[config.mk]
export PLATFORM = sky130hd
export DESIGN_NAME = acl_spi_responder
export DESIGN_NICKNAME = d
export VERILOG_FILES = /design/src/rtl/acl_spi_responder.sv
export SDC_FILE = /design/constraint.sdc
export NUM_CORES = 2
export LEC_CHECK = 0
export BUFFER_PORTS_ARGS = -buffer_cell sky130_fd_sc_hd__buf_2
export CAP_MARGIN = 20
export CORE_ASPECT_RATIO = 0.6
export CORE_MARGIN = 8
export CORE_UTILIZATION = 55
export CTS_CLUSTER_SIZE = 8
export DETAILED_ROUTE_END_ITERATION = 8
export PLACE_DENSITY_LB_ADDON = 0.1
export SYNTH_ARGS = -nofsm -noshare
export SYNTH_HDL_FRONTEND = slang
export SYNTH_SLANG_ARGS = --single-unit
[constraint.sdc]
create_clock -name clk -period 44.7 [get_ports clk]
set_input_delay 2.235 -clock clk [delete_from_list [all_inputs] [get_ports clk]]
set_output_delay 2.235 -clock clk [all_outputs]
set_load 0.1 [all_outputs]
[src/rtl/acl_spi_responder.sv]
// SPI-mode-0 slave emulating an accelerometer register interface (command, address, data
// with auto-increment) on top of a local byte register file that the fabric can also load.
module acl_spi_responder #(
  parameter int         NUM_REGS  = 64,
  parameter logic [7:0] DEVID     = 8'hAD,
  parameter logic [7:0] CMD_WRITE = 8'h0A,
  parameter logic [7:0] CMD_READ  = 8'h0B
) (
  input  logic       clk,
  input  logic       rst,
  input  logic       sclk_i,
  input  logic       csn_i,
  input  logic       mosi_i,
  output logic       miso_o,
  output logic       miso_oe_o,
  input  logic       loc_we_i,
  input  logic [7:0] loc_addr_i,
  input  logic [7:0] loc_wdata_i,
  output logic [7:0] loc_rdata_o,
  output logic       wr_valid_o,
  output logic [7:0] wr_addr_o,
  output logic [7:0] wr_data_o,
  output logic       busy_o
);

  localparam int AW = (NUM_REGS > 1) ? $clog2(NUM_REGS) : 1;

  typedef enum logic [2:0] {
    S_IDLE, S_CMD, S_ADDR, S_WDATA, S_RDATA, S_IGNORE
  } state_t;

  state_t     state_q;
  logic [2:0] sclk_q;
  logic [2:0] csn_q;
  logic [1:0] mosi_q;
  logic [2:0] bit_cnt_q;
  logic [6:0] rx_q;
  logic [7:0] addr_q;
  logic [7:0] tx_q;
  logic       is_rd_q;
  logic       miso_q;
  logic       wr_valid_q;
  logic [7:0] wr_addr_q;
  logic [7:0] wr_data_q;
  logic [7:0] regs_q [NUM_REGS];

  logic       sclk_rise, sclk_fall, csn_rise, csn_fall;
  logic       byte_done, spi_we;
  logic [7:0] rx_byte_d;

  function automatic logic wr_ok(input logic [7:0] a);
    return (a != 8'h00) && ({1'b0, a} < 9'(NUM_REGS));
  endfunction

  function automatic logic [7:0] reg_read(input logic [7:0] a);
    if (a == 8'h00)
      return DEVID;
    else if ({1'b0, a} < 9'(NUM_REGS))
      return regs_q[a[AW-1:0]];
    else
      return 8'h00;
  endfunction

  // Two-flop synchronizers plus a third stage used only for edge detection.
  always_ff @(posedge clk or posedge rst) begin
    if (rst) begin
      sclk_q <= 3'b000;
      csn_q  <= 3'b111;
      mosi_q <= 2'b00;
    end else begin
      sclk_q <= {sclk_q[1:0], sclk_i};
      csn_q  <= {csn_q[1:0], csn_i};
      mosi_q <= {mosi_q[0], mosi_i};
    end
  end

  assign sclk_rise = sclk_q[1] & ~sclk_q[2];
  assign sclk_fall = ~sclk_q[1] & sclk_q[2];
  assign csn_rise  = csn_q[1] & ~csn_q[2];
  assign csn_fall  = ~csn_q[1] & csn_q[2];
  assign rx_byte_d = {rx_q, mosi_q[1]};
  assign byte_done = sclk_rise && (bit_cnt_q == 3'd7);
  assign spi_we    = (state_q == S_WDATA) && byte_done && !csn_rise && wr_ok(addr_q);

  always_ff @(posedge clk or posedge rst) begin
    if (rst) begin
      state_q    <= S_IDLE;
      bit_cnt_q  <= 3'd0;
      rx_q       <= 7'd0;
      addr_q     <= 8'h00;
      tx_q       <= 8'h00;
      is_rd_q    <= 1'b0;
      miso_q     <= 1'b0;
      wr_valid_q <= 1'b0;
      wr_addr_q  <= 8'h00;
      wr_data_q  <= 8'h00;
    end else begin
      wr_valid_q <= 1'b0;
      if (csn_rise) begin
        state_q   <= S_IDLE;
        bit_cnt_q <= 3'd0;
        miso_q    <= 1'b0;
      end else begin
        if (sclk_rise && state_q != S_IDLE) begin
          rx_q      <= rx_byte_d[6:0];
          bit_cnt_q <= bit_cnt_q + 3'd1;
        end
        case (state_q)
          S_IDLE: begin
            if (csn_fall) begin
              state_q   <= S_CMD;
              bit_cnt_q <= 3'd0;
            end
          end
          S_CMD: begin
            if (byte_done) begin
              if (rx_byte_d == CMD_WRITE) begin
                is_rd_q <= 1'b0;
                state_q <= S_ADDR;
              end else if (rx_byte_d == CMD_READ) begin
                is_rd_q <= 1'b1;
                state_q <= S_ADDR;
              end else begin
                state_q <= S_IGNORE;
              end
            end
          end
          S_ADDR: begin
            if (byte_done) begin
              addr_q <= rx_byte_d;
              if (is_rd_q) begin
                tx_q    <= reg_read(rx_byte_d);
                state_q <= S_RDATA;
              end else begin
                state_q <= S_WDATA;
              end
            end
          end
          S_WDATA: begin
            if (byte_done) begin
              if (wr_ok(addr_q)) begin
                wr_valid_q <= 1'b1;
                wr_addr_q  <= addr_q;
                wr_data_q  <= rx_byte_d;
              end
              addr_q <= addr_q + 8'd1;
            end
          end
          S_RDATA: begin
            // The next byte is snapshotted here, so later local writes cannot disturb it.
            if (byte_done) begin
              addr_q <= addr_q + 8'd1;
              tx_q   <= reg_read(addr_q + 8'd1);
            end else if (sclk_fall) begin
              miso_q <= tx_q[7];
              tx_q   <= {tx_q[6:0], 1'b0};
            end
          end
          S_IGNORE: miso_q <= 1'b0;
          default:  state_q <= S_IDLE;
        endcase
      end
    end
  end

  // Register file: the SPI write is applied last so it wins a same-address collision.
  always_ff @(posedge clk or posedge rst) begin
    if (rst) begin
      for (int i = 0; i < NUM_REGS; i++) regs_q[i] <= 8'h00;
    end else begin
      if (loc_we_i && wr_ok(loc_addr_i))
        regs_q[loc_addr_i[AW-1:0]] <= loc_wdata_i;
      if (spi_we)
        regs_q[addr_q[AW-1:0]] <= rx_byte_d;
    end
  end

  assign loc_rdata_o = reg_read(loc_addr_i);
  assign miso_o      = miso_q;
  assign miso_oe_o   = ~csn_q[1];
  assign busy_o      = ~csn_q[1];
  assign wr_valid_o  = wr_valid_q;
  assign wr_addr_o   = wr_addr_q;
  assign wr_data_o   = wr_data_q;

endmodule

; ---- Word level (Yosys, flattened, before mapping)
; Index checks and enable logic that the tools add are counted.
[op_classes]
add_sub_neg = 2
n_mul = 0
div = 0
magnitude_cmp = 10
n_eq_ne = 18
shift = 0
mux = 53
n_bitwise = 13
reduce_logical = 31
[op_table]
columns = operator, n
row1 = bitwise mux 512 bit, 2
row2 = 2-to-1 mux 512 bit, 2
row3 = 2-to-1 mux 8 bit, 20
row4 = binary-select mux 8 bit (select 6 bit), 3
row5 = demux 8 bit (select 6 bit), 2
row6 = 2-to-1 mux 3 bit, 11
row7 = less-than comparator 8 x 7 -> 1 bit (second input constant), 4
row8 = one-hot mux 8 bit (2 select lines), 2
row9 = >= comparator 7 bit (second input constant), 4
row10 = NOT 6 -> 7 bit, 4
row11 = logical NOT 8 bit, 3
row12 = inequality test 3 bit (second input constant), 6
row13 = equality test 8 x 4 -> 1 bit (second input constant), 2
row14 = AND reduction 4 bit, 4
row15 = nonzero test 8 bit, 2
row16 = less-than comparator 7 x 1 -> 1 bit (second input constant), 2
row17 = one-hot mux 3 bit (4 select lines), 1
row18 = logical AND 1 bit, 10
row19 = equality test 3 bit (second input constant), 3
row20 = 2-to-1 mux 1 bit, 9
row21 = adder 8 x 1 -> 8 bit (second input constant), 1
row22 = equality test 3 x 2 -> 1 bit (second input constant), 2
row23 = nonzero test 2 bit, 3
row24 = nonzero test 3 bit, 2
row25 = other kinds (14), 23
[word_totals]
register_bits = 568
latchBits = 0
ram_bits = 0
mem_bits_ro = 0
in_bits = 22
out_inout_bits = 28
memories = 0

; ---- Depth between registers and ports, before layout
[logic_depth]
ltp_word = 9
depth_mapped = 17
ltp_nobuf = 9

; ---- Worst setup path before layout
; Ideal clock, no wire load.
[synth_path]
path_kind = in2out
from = input port loc_addr_i[0]
to = output port loc_rdata_o[0]
arrival_time_ns = 8.328
required_ns = 42.465
path_slack_ns = 34.137
stages = 8
path_buffers = 2
cell_sequence = buf_2 > nor3b_2 > clkbuf_1 > a22oi_1 > a41oi_1 > o31a_1 > a21oi_1 > a2111oi_0
[synth_via]
elab_chain_cells = 6
elab_cells_between_ends = 8
classes_between = 1 x order compare / 5 x mux / 1 x bitwise / 1 x reduce/logical
[synth_lines]
columns = element, line
row1 = "start, declared", 17  ; input logic [7:0] loc_addr_i,
row2 = NOT 6 -> 7 bit (implied by the code), 59  ; return regs_q[a[AW-1:0]];
row3 = binary-select mux 8 bit (select 6 bit), 59
row4 = 2-to-1 mux 8 bit (implied by the code) (2 in series), 59
row5 = 2-to-1 mux 8 bit, 58  ; else if ({1'b0, a} < 9'(NUM_REGS))
row6 = 2-to-1 mux 8 bit (*), 56  ; if (a == 8'h00)
row7 = "end, declared", 19  ; output logic [7:0] loc_rdata_o,
; Mark *: on every way between the ends. The rest lies on a longest branch, timed or not. The select of a mux whose other input is x is not followed.

; ---- Worst setup path in the final report
[layout_path]
from = input port loc_addr_i[2]
to = output port loc_rdata_o[0]
; The elaborated chain is that of the path after synthesis.

==> flow_metrics.tcl <==
set metrics [dict create \
    path_cells "buf_2 -> buf_4 -> and3b_2 -> buf_4 -> buf_4 -> a221oi_1 -> a31oi_1 -> a21o_1 -> a21oi_1 -> a2111oi_0 -> buf_2" \
    hp-class "flip-flop to flip-flop" \
    synth.ff_latch_count 568 \
    core_area_um2 69630 \
    powerDensity_nw_per_um2 39.72 \
    die-area_um2 79130 \
    start_util_pct 55.39 \
    htreeDepth 3 \
    wl_met3_mm 32.89 \
    clock_latency_ps 680 \
    violations "design-rule violations" \
    ios 50 \
    grt_max_degree 116 \
    root_buffer "clkbuf_16" \
    cts_buffer_depth 3 \
    min_period_ps 9357 \
    yosysTopAreaCell "dfrtp_1" \
    m1WireLength_mm 67.23 \
    reg2reg_slack_ps 38750 \
    hpwl_mm 116.4 \
    hold_viol 0 \
    postRouteAntennaNets 0 \
    synthArstFlopShare_pct 100.0 \
    netlist_instances 3861 \
    hold_end "sclk_q[1]$_DFF_PP0_" \
    worstReg2RegStart "addr_q[0]$_DFFE_PP0P_" \
    synth-edff-count 0 \
    slowest_delay_ps 970 \
    multi_input_area_um2 22800 \
    io_buffers 49 \
    instances_no_fill 4673 \
    dieWidth_um 357.9 \
    setup.worst_path.start_class "primary input" \
    rows 75 \
    synth_area_leaders "dfrtp_1 37%, mux2i_1 16%, mux4_2 14%" \
    vias_per_cell 7.717 \
    grt_pass1_wl_mm 248.3 \
    slew_viol_final 0 \
    synth.avg_cell_area_um2 9.989 \
    fmax_mhz 106.9 \
    cts_resized 0 \
    dp.cells 4554 \
    worst_slew_pin_slew_ps 1315 \
    skew_ps 35.54 \
    rsz0062_at_grt "no" \
    slew_headroom_pct 11.73 \
    synth_seq_area_share_pct 36.86 \
    holdCritStartpoint "sclk_q[0]$_DFF_PP0_" \
    irDropWorstVdd_mv 0.04570 \
    setup.worst_path.start "loc_addr_i[2]" \
    r2r_end "tx_q[6]$_DFFE_PP0P_" \
    routedWlPerCell_um 37.56 \
    cp_max_fo 39 \
    cts_hold_buffers 0 \
    slowest_stage "a2111oi_0" \
    first_pass_iters 9 \
    reg2reg_depth 11 \
    gp_congestion 1.086 \
    finalCritPeriodShare_pct 20.93 \
    cts_setup_buffers 0 \
    clock-sinks 568 \
    ys_warn_count 0 \
    arrival_ps 7120 \
    nFillCells 5720 \
    fin_tns_setup_ps 0 \
    synth.distinct_cells 77 \
    wl_met2_mm 67.43 \
    placed_cell_area_um2 39250 \
    route.detailed.drc 16 \
    seqCellArea_um2 14250 \
    maxCapViolations 0 \
    die_y_um 221.1 \
    syn_area_um2 38570 \
    worstPathRequired_ps 42460 \
    grt_pass1_vias 32790 \
    top_layer "met5" \
    wl_mm 175.5 \
    finalSetupViolCount 0 \
    synth_fp_nets 3889 \
    cts_buffers 81 \
    holdPathStages 0 \
    antenna_found_initial 8 \
    hold_slack_ps 344.8 \
    area_growth_syn_to_layout_pct 7.747 \
    fin_area_um2 41550 \
    clk_pin_slew_ps 50 \
    ys.flop_type "dfrtp_1" \
    crit_type "primary input to output port" \
    yosys.area.top_type_share_pct 36.66 \
    leakage_nw 17.10 \
    path_common_cell "buf_4" \
    cts_tree "yes" \
    outcome "finished, violations left" \
    grt_overflow 0 \
    drive_above_1_share_pct 15.57 \
    grtUsageTotal_pct 42.90 \
    nets 3746 \
    critPathCaptureType "output port" \
    drtIter0Drc 6742 \
    vias 36060 \
]
==> final cells by class <==
cell class / count / area share, %
Tap cell: 924 / 2.782
Sequential cell: 568 / 34.28
Multi-Input combinational cell: 2908 / 54.87
Clock inverter: 8 / 0.3101
Timing Repair Buffer: 146 / 2.517
Clock buffer: 96 / 5.037
Antenna cell: 10 / 0.06022
Inverter: 13 / 0.1355
==> kinds of logic after synthesis <==
family | share of synthesized area (%)
fa+ha+maj | 0.1946
mux | 31.51
simple gates | 11.17
compound gates | 15.85
buf+inv | 4.286
xor+xnor | 0.1136
flops | 36.86
==> stage by stage <==
stage	setup slack, ps	utilization (%)	total power [mW]
final	35340	59.68	1.650
after global placement	35600	56.26	1.048
after global routing	35550	59.64	1.679
after floorplan	26580	-	0.8799
after CTS	35620	59.57	1.625
after detailed placement	35640	56.38	1.053
==> worst max path at each step <==
stage / to / slack [ps]
2_1_floorplan: addr_q[0]$_DFFE_PP0P_ / 26580
3_3_place_gp: loc_rdata_o[0] / 35600
3_5_place_dp: loc_rdata_o[0] / 35640
4_1_cts: loc_rdata_o[0] / 35620
5_1_grt: loc_rdata_o[0] / 35550
6_report: loc_rdata_o[0] / 35340
==> metal layers <==
layer / vias to the layer above / GRT usage [%]
li1: 14170 / -
met1: 17790 / 60.97
met2: 3465 / 55.55
met3: 611 / 22.23
met4: 20 / 14.20
met5: - / 0
==> critical path: cells and delay by family <==
family                 cells  cell delay, ps
buffers and inverters      5            2640
AO/OA/AOI/OAI              5            1850
AND/OR/NAND/NOR            1             280
==> flip-flops by register name, indices dropped and copies added (netlist names) <==
name        cells
miso_o          1
bit_cnt_q       3
mosi_q          2
sclk_q          3
wr_data_o       8
tx_q            8
regs_q        512
addr_q          8
wr_addr_o       8
state_q         3
is_rd_q         1
wr_valid_o      1
csn_q           3
rx_q            7
==> synth_stat cells, types with 42 or more instances <==
library cell and n:
clkbuf_1 240, mux2_2 50, a221oi_1 48, buf_2 76, nand2_1 252, mux4_2 248
nor2_1 581, dfrtp_1 565, nand3_1 42, mux2i_1 600, a22o_1 46, a21oi_1 546
a22oi_1 138
==> power by group <==
part           switching (mW)  internal, mW
clock network           0.249         0.329
registers              0.0783         0.546
logic                   0.304         0.144
==> placed cells by master, fill, tap and decap left out, types with 13 or more instances in the layout <==
| cell type | instances |
|---|---|
| mux2i_1 | 600 |
| nor2_1 | 581 |
| dfrtp_1 | 556 |
| a21oi_1 | 546 |
| nand2_1 | 252 |
| mux4_2 | 248 |
| a22oi_1 | 138 |
| buf_4 | 88 |
| clkbuf_16 | 81 |
| mux2_2 | 50 |
| buf_2 | 49 |
| a221oi_1 | 48 |
| a22o_1 | 46 |
| nand3_1 | 42 |
| o21ai_0 | 32 |
| nand4_1 | 24 |
| a211oi_1 | 22 |
| nor3_1 | 19 |
| nand2b_1 | 18 |
| a31oi_1 | 17 |
| o22ai_1 | 15 |
| clkbuf_1 | 14 |
| o221ai_1 | 13 |
| o211ai_1 | 13 |
Note: power is estimated with default switching activity, not from simulation.
